$ cat config.mk
export PLATFORM = sky130hd
export DESIGN_NAME = vga_fb_scheduler
export DESIGN_NICKNAME = d
export VERILOG_FILES = /design/src/rtl/vga_fb_scheduler.sv
export SDC_FILE = /design/constraint.sdc
export NUM_CORES = 1
export LEC_CHECK = 0
export BUFFER_PORTS_ARGS = -buffer_cell sky130_fd_sc_hd__buf_4
export CAP_MARGIN = 20
export CORE_UTILIZATION = 28
export CTS_BUF_LIST = sky130_fd_sc_hd__clkbuf_4 sky130_fd_sc_hd__clkbuf_8 sky130_fd_sc_hd__clkbuf_16
export DETAILED_ROUTE_END_ITERATION = 8
export PLACE_DENSITY = 0.44
export SKIP_CTS_REPAIR_TIMING = 1
export SLEW_MARGIN = 20
export SYNTH_ARGS = -nofsm -noshare
export SYNTH_HDL_FRONTEND = slang
export SYNTH_SLANG_ARGS = --single-unit
$ cat constraint.sdc
create_clock -name vgaclk -period 2.77 [get_ports vgaclk]
set_input_delay 0.4155 -clock vgaclk [delete_from_list [all_inputs] [get_ports vgaclk]]
set_output_delay 0.4155 -clock vgaclk [all_outputs]
set_load 0.1 [all_outputs]
$ cat src/rtl/vga_fb_scheduler.sv
// Shares one single-port frame memory between VGA line prefetch and a pixel writer.
// 160x120 RGB332 framebuffer shown at 4x replication from an internal line buffer.
module vga_fb_scheduler #(
  parameter int COLS        = 160,
  parameter int ROWS        = 120,
  parameter int SCALE_LOG2  = 2,
  parameter int FETCH_START = 640,
  parameter int FB_AW       = 15
) (
  input  logic             vgaclk,
  input  logic             rst,
  input  logic [9:0]       hc,
  input  logic [9:0]       vc,
  input  logic             wr_req,
  input  logic [FB_AW-1:0] wr_addr,
  input  logic [7:0]       wr_data,
  output logic             wr_ack,
  output logic [FB_AW-1:0] mem_addr,
  output logic             mem_we,
  output logic             mem_re,
  output logic [7:0]       mem_wdata,
  input  logic [7:0]       mem_rdata,
  output logic [2:0]       pix_red,
  output logic [2:0]       pix_green,
  output logic [1:0]       pix_blue,
  output logic             lb_valid
);

  localparam int COL_W = 8;
  localparam int ROW_W = 7;
  localparam int H_VIS = COLS << SCALE_LOG2;
  localparam int V_VIS = ROWS << SCALE_LOG2;
  localparam logic [FB_AW-1:0] FB_SIZE = FB_AW'(COLS * ROWS);

  typedef enum logic [1:0] {IDLE, FETCH, DRAIN} state_t;

  state_t             state_q, state_d;
  logic [ROW_W-1:0]   row_q, row_d;
  logic [COL_W-1:0]   col_q, col_d;
  logic [FB_AW-1:0]   mem_addr_q, mem_addr_d;
  logic               mem_we_q, mem_we_d;
  logic               mem_re_q, mem_re_d;
  logic [7:0]         mem_wdata_q, mem_wdata_d;
  logic               wr_ack_q, wr_ack_d;
  logic               lb_valid_q, lb_valid_d;
  logic               rd_vld_q, rd_vld_d;
  logic [COL_W-1:0]   rd_col_q, rd_col_d;
  logic [7:0]         linebuf_q [0:COLS-1];

  logic               fetch_line;
  logic [ROW_W-1:0]   fetch_row;
  logic               start_fetch;
  logic [COL_W-1:0]   pix_col;
  logic [7:0]         pix;

  // row*COLS as shift-add: 160 = 128 + 32
  function automatic logic [FB_AW-1:0] row_base(input logic [ROW_W-1:0] r);
    return (FB_AW'(r) << 7) + (FB_AW'(r) << 5);
  endfunction

  // The last line of each replicated group (and the final line of the frame) loads the next row
  assign fetch_line  = (vc == 10'd524) ||
                       ((vc < 10'(V_VIS - 1)) && (&vc[SCALE_LOG2-1:0]));
  assign fetch_row   = (vc == 10'd524) ? '0 : ROW_W'((vc + 10'd1) >> SCALE_LOG2);
  assign start_fetch = (state_q == IDLE) && fetch_line && (hc == 10'(FETCH_START - 1));

  always_comb begin
    state_d     = state_q;
    row_d       = row_q;
    col_d       = col_q;
    mem_addr_d  = mem_addr_q;
    mem_wdata_d = mem_wdata_q;
    mem_we_d    = 1'b0;
    mem_re_d    = 1'b0;
    wr_ack_d    = 1'b0;
    lb_valid_d  = lb_valid_q;
    rd_vld_d    = mem_re_q;
    rd_col_d    = col_q;

    case (state_q)
      IDLE: begin
        if (start_fetch) begin
          state_d    = FETCH;
          row_d      = fetch_row;
          col_d      = '0;
          mem_re_d   = 1'b1;
          mem_addr_d = row_base(fetch_row);
        end
      end
      FETCH: begin
        if (col_q == COL_W'(COLS - 1)) begin
          state_d = DRAIN;
        end else begin
          col_d      = col_q + COL_W'(1);
          mem_re_d   = 1'b1;
          mem_addr_d = row_base(row_q) + FB_AW'(col_q + COL_W'(1));
        end
      end
      DRAIN: begin
        state_d    = IDLE;
        lb_valid_d = 1'b1;
      end
      default: state_d = IDLE;
    endcase

    // Writer owns every cycle the fetch does not; the ack cycle itself is always skipped
    if ((state_q != FETCH) && !start_fetch && wr_req && !wr_ack_q) begin
      wr_ack_d    = 1'b1;
      mem_we_d    = (wr_addr < FB_SIZE);
      mem_addr_d  = wr_addr;
      mem_wdata_d = wr_data;
    end
  end

  always_ff @(posedge vgaclk) begin
    if (!rst) begin
      state_q     <= IDLE;
      row_q       <= '0;
      col_q       <= '0;
      mem_addr_q  <= '0;
      mem_we_q    <= 1'b0;
      mem_re_q    <= 1'b0;
      mem_wdata_q <= '0;
      wr_ack_q    <= 1'b0;
      lb_valid_q  <= 1'b0;
      rd_vld_q    <= 1'b0;
      rd_col_q    <= '0;
    end else begin
      state_q     <= state_d;
      row_q       <= row_d;
      col_q       <= col_d;
      mem_addr_q  <= mem_addr_d;
      mem_we_q    <= mem_we_d;
      mem_re_q    <= mem_re_d;
      mem_wdata_q <= mem_wdata_d;
      wr_ack_q    <= wr_ack_d;
      lb_valid_q  <= lb_valid_d;
      rd_vld_q    <= rd_vld_d;
      rd_col_q    <= rd_col_d;
    end
  end

  // Read data lands one cycle after its address; store it under the column that issued it
  always_ff @(posedge vgaclk) begin
    if (rd_vld_q) begin
      linebuf_q[rd_col_q] <= mem_rdata;
    end
  end

  assign pix_col = COL_W'(hc >> SCALE_LOG2);

  always_comb begin
    pix = 8'h00;
    if ((hc < 10'(H_VIS)) && (vc < 10'(V_VIS)) && lb_valid_q) begin
      pix = linebuf_q[pix_col];
    end
  end

  assign {pix_red, pix_green, pix_blue} = pix;
  assign wr_ack    = wr_ack_q;
  assign mem_addr  = mem_addr_q;
  assign mem_we    = mem_we_q;
  assign mem_re    = mem_re_q;
  assign mem_wdata = mem_wdata_q;
  assign lb_valid  = lb_valid_q;

endmodule

Word level (Yosys, flattened, before mapping)
Memories as Yosys holds them, arrays and structs flattened.
Index checks and enable logic that the tools add are counted.
- output and inout bits: 35
- word-level logic and storage cells: 71
- input port bits: 54
- register bits after elaboration: 53
- memory bits (writable): 1280
- memories kept: 1
- eq/ne operators: 11
- mux-type cells: 18
- $lt $le $gt $ge: 4
- reductions and logical operators: 20
- add/sub/neg operators: 6
- memory list (name ; depth ; width ; rd ports ; clocked after Yosys merged registers in ; write ports ; line ; source):
    linebuf_q ; 160 ; 8 ; 1 ; 0 ; 1 ; 48 ; logic [7:0] linebuf_q [0:COLS-1];
- operators by type and width (kind ; number):
    15-bit two-way mux ; 3
    14-bit by 12-bit adder with 15-bit output ; 2
    15-bit one-hot mux with 2 select lines ; 1
    8-bit two-way mux ; 3
    10-bit == test, second input constant ; 2
    10-bit by 9-bit less-than comparator with 1-bit output, second input constant ; 2
    8-bit one-hot mux with 2 select lines ; 1
    15-bit by 9-bit adder with 15-bit output ; 1
    15-bit less-than comparator, second input constant ; 1
    10-bit less-than comparator, second input constant ; 1
    8-bit by 1-bit adder with 9-bit output, second input constant ; 1
    9-bit by 1-bit adder with 9-bit output, second input constant ; 1
    8-bit by 1-bit adder with 8-bit output, second input constant ; 1
    8-bit == test, second input constant ; 1
    1-bit logical AND ; 8
    2-bit AND reduction ; 4
    7-bit two-way mux ; 1
    2-bit != test, second input constant ; 3
    3-bit AND reduction ; 2
    1-bit two-way mux ; 5
    2-bit two-way mux ; 2
    2-bit one-hot mux with 2 select lines ; 1
    3-bit by 2-bit != test with 1-bit output, second input constant ; 1
    3-bit != test, second input constant ; 1
    other kinds (9) ; 10

Longest topological paths before layout
Gate-level depths: netlist of the first run.
- word-level depth: 11
- mapped depth: 12
- gate-level depth less buffers: 12

Least setup slack after synthesis of the first run
Ideal clock, no wire load.
- kind: register to output
- from: reg lb_valid_q (netlist: lb_valid)
- to: out pix_blue[0]
- cell stages (with the launch flop): 5
- data required time: 2.355 ns
- path buffers: 0
- arrival: 4.109 ns
- path slack: -1.754 ns
- path through: dfxtp_1 > inv_1 > a211o_1 > or3_1 > o311ai_1
- cells in the longest elaborated chain, start to end: 2
- RTL lines (element ; line ; source):
    start, declared ; 45 ; logic lb_valid_q, lb_valid_d;
    start signal, assigned ; 137 ; lb_valid_q <= lb_valid_d;
    1-bit logical AND ; 154 ; if ((hc < 10'(H_VIS)) && (vc < 10'(V_VIS)) && lb_valid_q) begin
    8-bit two-way mux ; 154 ;
    end, declared ; 25 ; output logic [1:0] pix_blue,
No other way between the ends.

Final worst setup path of the first run
- from: mem linebuf_q[116][5]
- to: out pix_red[0]
- cells in the longest elaborated chain, start to end: 2
- RTL lines (element ; line ; source):
    start, declared ; 48 ;
    memory read 160 x 8 bit ; - ;
    8-bit two-way mux ; 154 ;
    end, declared ; 23 ; output logic [2:0] pix_red,
No other way between the ends.

==> flow_metrics.py, run 1 <==
metrics = {
    "routing": {
        "vias": 28000,
        "routed-wl-met2_mm": 73.7,
        "highest_layer": "met4",
        "drtIter0Drc": 2451,
        "routed_wl_mm": 150,
        "routed_via_density": 4.80,
        "wl_per_cell_um": 25.8,
        "wl_met3_mm": 7.71,
        "firstDrtPassIters": 5,
        "drc_errors": 0,
        "antenna_left": 0,
        "wl_met1_mm": 65.7,
    },
    "setup_path": {
        "slowest_delay_ps": 550,
        "critPathTopFamily": "multiplexers",
        "rrSetupSlack_ps": 30,
        "cp.required_ps": 2350,
        "crit_buf_inv": 3,
        "r2r_cells": 11,
        "end_kind": "output pin",
        "cp_cell_sequence": "mux4_2, mux4_2, a32o_1, o21bai_1, buf_4, o211ai_1, buf_4, buf_12",
        "startpoint_type": "register",
        "cp-endpoint": "pix_red[0]",
        "reg2reg_from": "row_q[0]",
        "crit_fanout": 1,
        "crit_start": "linebuf_q[116][5]",
        "worstSetupPathType": "register to output pin",
        "worst-path-stages": 8,
        "crit_arrival_ps": 3190,
        "crit_slowest_cell": "mux4_2",
        "r2r-end": "mem_addr[11]",
    },
    "clock_network": {
        "root_buffer": "clkbuf_16",
        "cts_max_level": 4,
        "cts_tree": "yes",
        "clockBufferDepth": 3,
        "path_clk_slew_ps": 60,
        "clock_sinks": 1333,
        "cts_buffers": 146,
        "clkLatencyLatePin_ps": 780,
    },
    "sta": {
        "worst_pin_slew_ps": 880,
        "finalSetupViolCount": 8,
        "holdWs_ps": -4.99,
        "period_needed_ps": 3610,
        "setup_ws_ps": -838,
        "finalHoldViolations": 1,
        "slew_headroom_pct": 41.1,
        "rsz0062_at_grt": "yes",
        "fin_worst_skew_ps": 27.8,
        "max_freq_mhz": 277,
        "timing.final.crit_share_pct": 130,
        "tns_ps": -6390,
        "slew_viol_final": 0,
    },
    "synth": {
        "synthCells": 2621,
        "ys.flop_type": "edfxtp_1",
        "synthArstFlopShare_pct": 0,
        "synth_nets": 2697,
        "avgSynthCellArea_um2": 20.1,
        "yosysWarnings": 0,
        "netlist_area_mm2": 0.0528,
        "synth-edff-count": 1280,
        "seq_area_frac_synth_pct": 74.9,
        "synth-seq-cells": 1333,
        "synth_cell_types": 62,
    },
    "placed_design": {
        "dp_hpwl_mm": 102,
        "dp_worst_setup_slack_ps": -1270,
        "gp_congestion": 0.830,
        "dpl-instance-area_mm2": 0.0601,
        "portBuffers": 88,
    },
    "global_route": {
        "grtUsageTotal_pct": 15.7,
        "grt_pass1_vias": 29400,
        "grt_pass1_wl_mm": 215,
        "grt_max_degree": 92,
        "antenna_found_initial": 5,
        "grt_overflow_total": 0,
    },
    "pwr": {
        "vdd_drop_max_v": 0.000476,
        "leakage_nw": 21.8,
        "p_per_area_mw_per_mm2": 676,
        "p_total_w": 0.0445,
    },
    "status": {
        "outcome": "finished with violations",
        "violations": "negative hold slack, negative setup slack",
    },
    "floorplan": {
        "dieHeight_um": 436,
        "start_util_pct": 28.3,
        "io_pins": 89,
        "core_region_area_mm2": 0.186,
        "die_area_mm2": 0.190,
        "rows": 158,
        "die_w_um": 436,
    },
    "cells_and_area": {
        "final_common_cell": "edfxtp_1",
        "post-route-util_pct": 35.4,
        "area_delta_synth_final_pct": 24.8,
        "fin_area_mm2": 0.0659,
        "drive_gt1_share_pct": 36.1,
        "final_cell_mix": "1280 x edfxtp_1, 495 x buf_4, 323 x mux4_2",
        "nFillCells": 17400,
        "nNetsFinal": 3298,
    },
    "run": {
        "drv_cap": 0,
    },
    "worst_hold_path": {
        "hold_path.class": "primary input to register",
    },
}
[where the power goes]
group          internal, W  switching (W)  total, W
sequential          0.0221      0.0000142    0.0221
clock               0.0117        0.00799    0.0197
combinational      0.00113        0.00158   0.00270
[registers in the layout, indices dropped and copies added (netlist names)]
name and count:
rd_col_q 8, mem_we 1, linebuf_q 1280, rd_vld_q 1, row_q 7, mem_addr 15, mem_re 1, col_q 8
mem_wdata 8, lb_valid 1, wr_ack 1, state_q 2
[how the worst min path moves through the flow]
stage	startpoint	endpoint	slack (ps)	cells after the start
floorplan	state_q[1]	lb_valid	460	2
global route	wr_addr[1]	mem_addr[1]	20	3
CTS	wr_addr[14]	mem_we	-200	2
detailed placement	mem_wdata[6]	mem_wdata[6]	470	2
global placement	mem_wdata[7]	mem_wdata[7]	460	2
finish	wr_addr[1]	mem_addr[1]	-5	3
[synthesized netlist by cell type (24+ instances only)]
library cell,count,area (um^2)
a21oi_1,31,155
a22oi_1,38,285
buf_2,35,175
clkbuf_1,67,251
dfxtp_1,53,1060
edfxtp_1,1280,38400
mux2i_1,101,1010
mux4_2,323,7270
nand2_1,86,323
nand3_1,41,205
nor2_1,201,754
nor2b_1,29,181
o211ai_1,28,210
o21ai_0,24,120
[through the flow]
stage                     hold WS [ps]  cells
after CTS                         -201   5784
final                            -4.99   5823
after floorplan                    465   2621
after global placement             455   5517
after global routing              21.9   5821
after detailed placement           467   5517
[cell type report]
type	count	area [um^2]	area share, %
timing repair buffer	595	5400	8.20
tap	2480	3100	4.71
clock inverter	89	923	1.40
sequential	1333	39500	60.0
multi-input combinational	1135	12900	19.6
inverter	11	43.8	0.0665
clock buffer	178	3960	6.02
antenna	2	5.00	0.00760
[routing by layer]
layer | vias to the layer above | track usage [%]
li1 | 12100 | -
met1 | 14900 | 21.1
met2 | 829 | 26.1
met3 | 197 | 2.81
met4 | 0 | 4.13
met5 | - | 0
[logic make-up (layout without fill, tap and decap cells)]
group	count (synthesis)	count (layout)	share of synthesized area [%]
buffers and inverters	153	873	1.54
AND/OR/NAND/NOR	422	422	3.57
multiplexers	431	431	15.9
flip-flops	1333	1333	74.9
AO/OA/AOI/OAI	235	235	3.22
other	0	2	0
XOR/XNOR	25	25	0.415
adder cells (fa/ha/maj)	22	22	0.550
[worst min-delay path, stage by stage]
cell and delay (ps):
buf_4 70, a22oi_1 60, a21boi_0 160
(Power assumes the default switching activity.)
==> run 2, diff against run 1 <==
--- a/config.mk
+++ b/config.mk
@@ -10,7 +10,8 @@
 export CORE_UTILIZATION = 28
 export CTS_BUF_LIST = sky130_fd_sc_hd__clkbuf_4 sky130_fd_sc_hd__clkbuf_8 sky130_fd_sc_hd__clkbuf_16
 export DETAILED_ROUTE_END_ITERATION = 8
-export PLACE_DENSITY = 0.44
+export MAX_ROUTING_LAYER = met4
+export PLACE_DENSITY = 0.43
 export SKIP_CTS_REPAIR_TIMING = 1
 export SLEW_MARGIN = 20
 export SYNTH_ARGS = -nofsm -noshare
==> constraint.sdc (replaced) <==
create_clock -name vgaclk -period 3.36 [get_ports vgaclk]
set_input_delay 0.504 -clock vgaclk [delete_from_list [all_inputs] [get_ports vgaclk]]
set_output_delay 0.504 -clock vgaclk [all_outputs]
set_load 0.1 [all_outputs]
==> run 2 against run 1 <==
Effect of this change:
- the run ends with negative setup slack left
- worst setup slack better by 500 ps
- sequential share of layout area grew 0.79 points
- first-iteration DRC count shrank 2.7%
- register-to-register slack improved by 280 ps
- global-route usage grew 0.67 points
- count of clock-buffer cells in the layout rose by 3
- die area unchanged
- sequential cell count unchanged
- cell area shrank 1.3%
- critical path type unchanged
- critical endpoint is now pix_green[1]
- largest cell class unchanged
- highest routed layer unchanged
==> flow_metrics.py, run 2 (same netlist as run 1, synthesis figures left out) <==
metrics = {
    "sta": {
        "max_freq_mhz": 271,
        "finalHoldViolations": 0,
        "finalSetupViolCount": 8,
        "worst_pin_slew_ps": 1150,
        "slew_viol_final": 0,
        "slew_headroom_pct": 23.6,
        "setup_ws_ps": -336,
        "period_needed_ps": 3700,
        "fin_worst_skew_ps": 35.6,
        "timing.final.crit_share_pct": 110,
        "rsz0062_at_grt": "yes",
        "holdWs_ps": 13.5,
    },
    "placed_design": {
        "dpl-instance-area_mm2": 0.0595,
        "gp_congestion": 0.833,
        "portBuffers": 88,
        "dp_hpwl_mm": 102,
        "dp.cells": 5461,
        "dp_worst_setup_slack_ps": -602,
    },
    "floorplan": {
        "rows": 158,
        "dieHeight_um": 436,
        "io_pins": 89,
        "start_util_pct": 28.3,
        "core_region_area_mm2": 0.186,
        "die_w_um": 436,
        "die_area_mm2": 0.190,
    },
    "routing": {
        "firstDrtPassIters": 8,
        "antenna_left": 0,
        "drtIter0Drc": 2386,
        "wl_per_cell_um": 26.5,
        "routed_wl_mm": 153,
        "vias": 28000,
        "drc_errors": 0,
        "routed_via_density": 4.85,
    },
    "pwr": {
        "p_total_w": 0.0362,
        "vdd_drop_max_v": 0.000461,
        "leakage_nw": 21.4,
        "p_per_area_mw_per_mm2": 557,
    },
    "cells_and_area": {
        "seqCellArea_mm2": 0.0395,
        "finalNonFillerCells": 5767,
        "multi_input_area_mm2": 0.0128,
        "final_cell_mix": "1280 x edfxtp_1, 467 x buf_4, 323 x mux4_2",
        "nFillCells": 17500,
        "fin_area_mm2": 0.0650,
        "largest_register_ffs": 1280,
        "nNetsFinal": 3247,
        "drive_gt1_share_pct": 34.7,
        "final_common_cell": "edfxtp_1",
        "area_delta_synth_final_pct": 23.2,
        "top_register": "linebuf_q",
    },
    "global_route": {
        "grt_overflow_total": 0,
        "antenna_found_initial": 8,
        "grt_pass1_vias": 29000,
        "grtUsageTotal_pct": 16.4,
        "grt_pass1_wl_mm": 216,
        "grt_max_degree": 107,
    },
    "worst_hold_path": {
        "hold_path.class": "primary input to register",
    },
    "clock_network": {
        "clkLatencyLatePin_ps": 790,
        "cts_buffers": 144,
        "clock_sinks": 1333,
        "root_buffer": "clkbuf_16",
        "cts_max_level": 4,
        "clockBufferDepth": 3,
        "path_clk_slew_ps": 60,
        "cts_tree": "yes",
    },
    "setup_path": {
        "cp.required_ps": 2860,
        "critPathTopFamily": "multiplexers",
        "crit_arrival_ps": 3190,
        "end_kind": "output pin",
        "crit_buf_inv": 2,
        "crit_slowest_cell": "mux4_2",
        "cp_cell_sequence": "mux4_2, mux4_2, a32o_1, o21bai_1, buf_4, o211ai_1, buf_6",
        "crit_fanout": 1,
        "cp_common_cell": "mux4_2",
        "slowest_delay_ps": 550,
        "startpoint_type": "register",
        "worstSetupPathType": "register to output pin",
    },
    "status": {
        "violations": "negative setup slack",
        "outcome": "finished with violations",
    },
    "run": {
        "drv_cap": 0,
    },
}
-- run 2: changes by cell type in the layout (fill, tap and decap cells not counted), sizes merged --
cell | before | now
diode | 2 | 6
buf | 574 | 531
bufinv | 16 | 11
inv | 21 | 15
clkbuf | 178 | 183
clkinv | 60 | 56
dlygate4sd3 | 21 | 13
clkinvlp | 3 | 4
-- run 2: routing by layer --
metal  vias to the layer above  track usage (%)  part of all wire (%)
met5                         -                -                     0
met4                         0             4.28                   2.1
met3                       205             2.50                   4.7
met2                       761             26.2                    49
met1                     15000             21.8                    44
li1                      12000                -                     -
-- run 2: layout make-up --
type | instances | area share [%]
antenna | 6 | 0.0231
clock buffer | 181 | 6.09
clock inverter | 75 | 1.13
inverter | 11 | 0.0674
multi-input combinational | 1135 | 19.6
sequential | 1333 | 60.8
tap | 2480 | 4.77
timing repair buffer | 546 | 7.50
-- run 2: final timing paths --
path         slack, ps  depth (start not counted)            to              start
max               -340                          7  pix_green[1]  linebuf_q[127][3]
min                 10                          3  mem_wdata[5]         wr_data[5]
max reg2reg        310                         11  mem_addr[13]           row_q[0]
min reg2reg        480                          2  mem_wdata[0]       mem_wdata[0]
-- run 2: worst reg2reg max path, cell delays in order, from the launching register on --
cell and delay (ps):
dfxtp_1 360, inv_1 80, fa_1 530, inv_1 40
ha_1 340, and4_1 210, a221o_1 360, o41ai_2 320
o21ai_0 200, xnor2_1 170, a211oi_1 260, o21a_1 150
-- run 2: where the power goes --
part	internal [W]	switching, W
Clock	0.00922	0.00657
Combinational	0.000896	0.00129
Sequential	0.0182	0.0000135
-- run 2: metrics by stage --
stage / setup TNS, ps / utilization [%]
floorplan: -836 / -
global placement: -3960 / 32.0
detailed placement: -3980 / 32.0
CTS: -4470 / 34.5
global route: -3160 / 34.9
finish: -2380 / 34.9
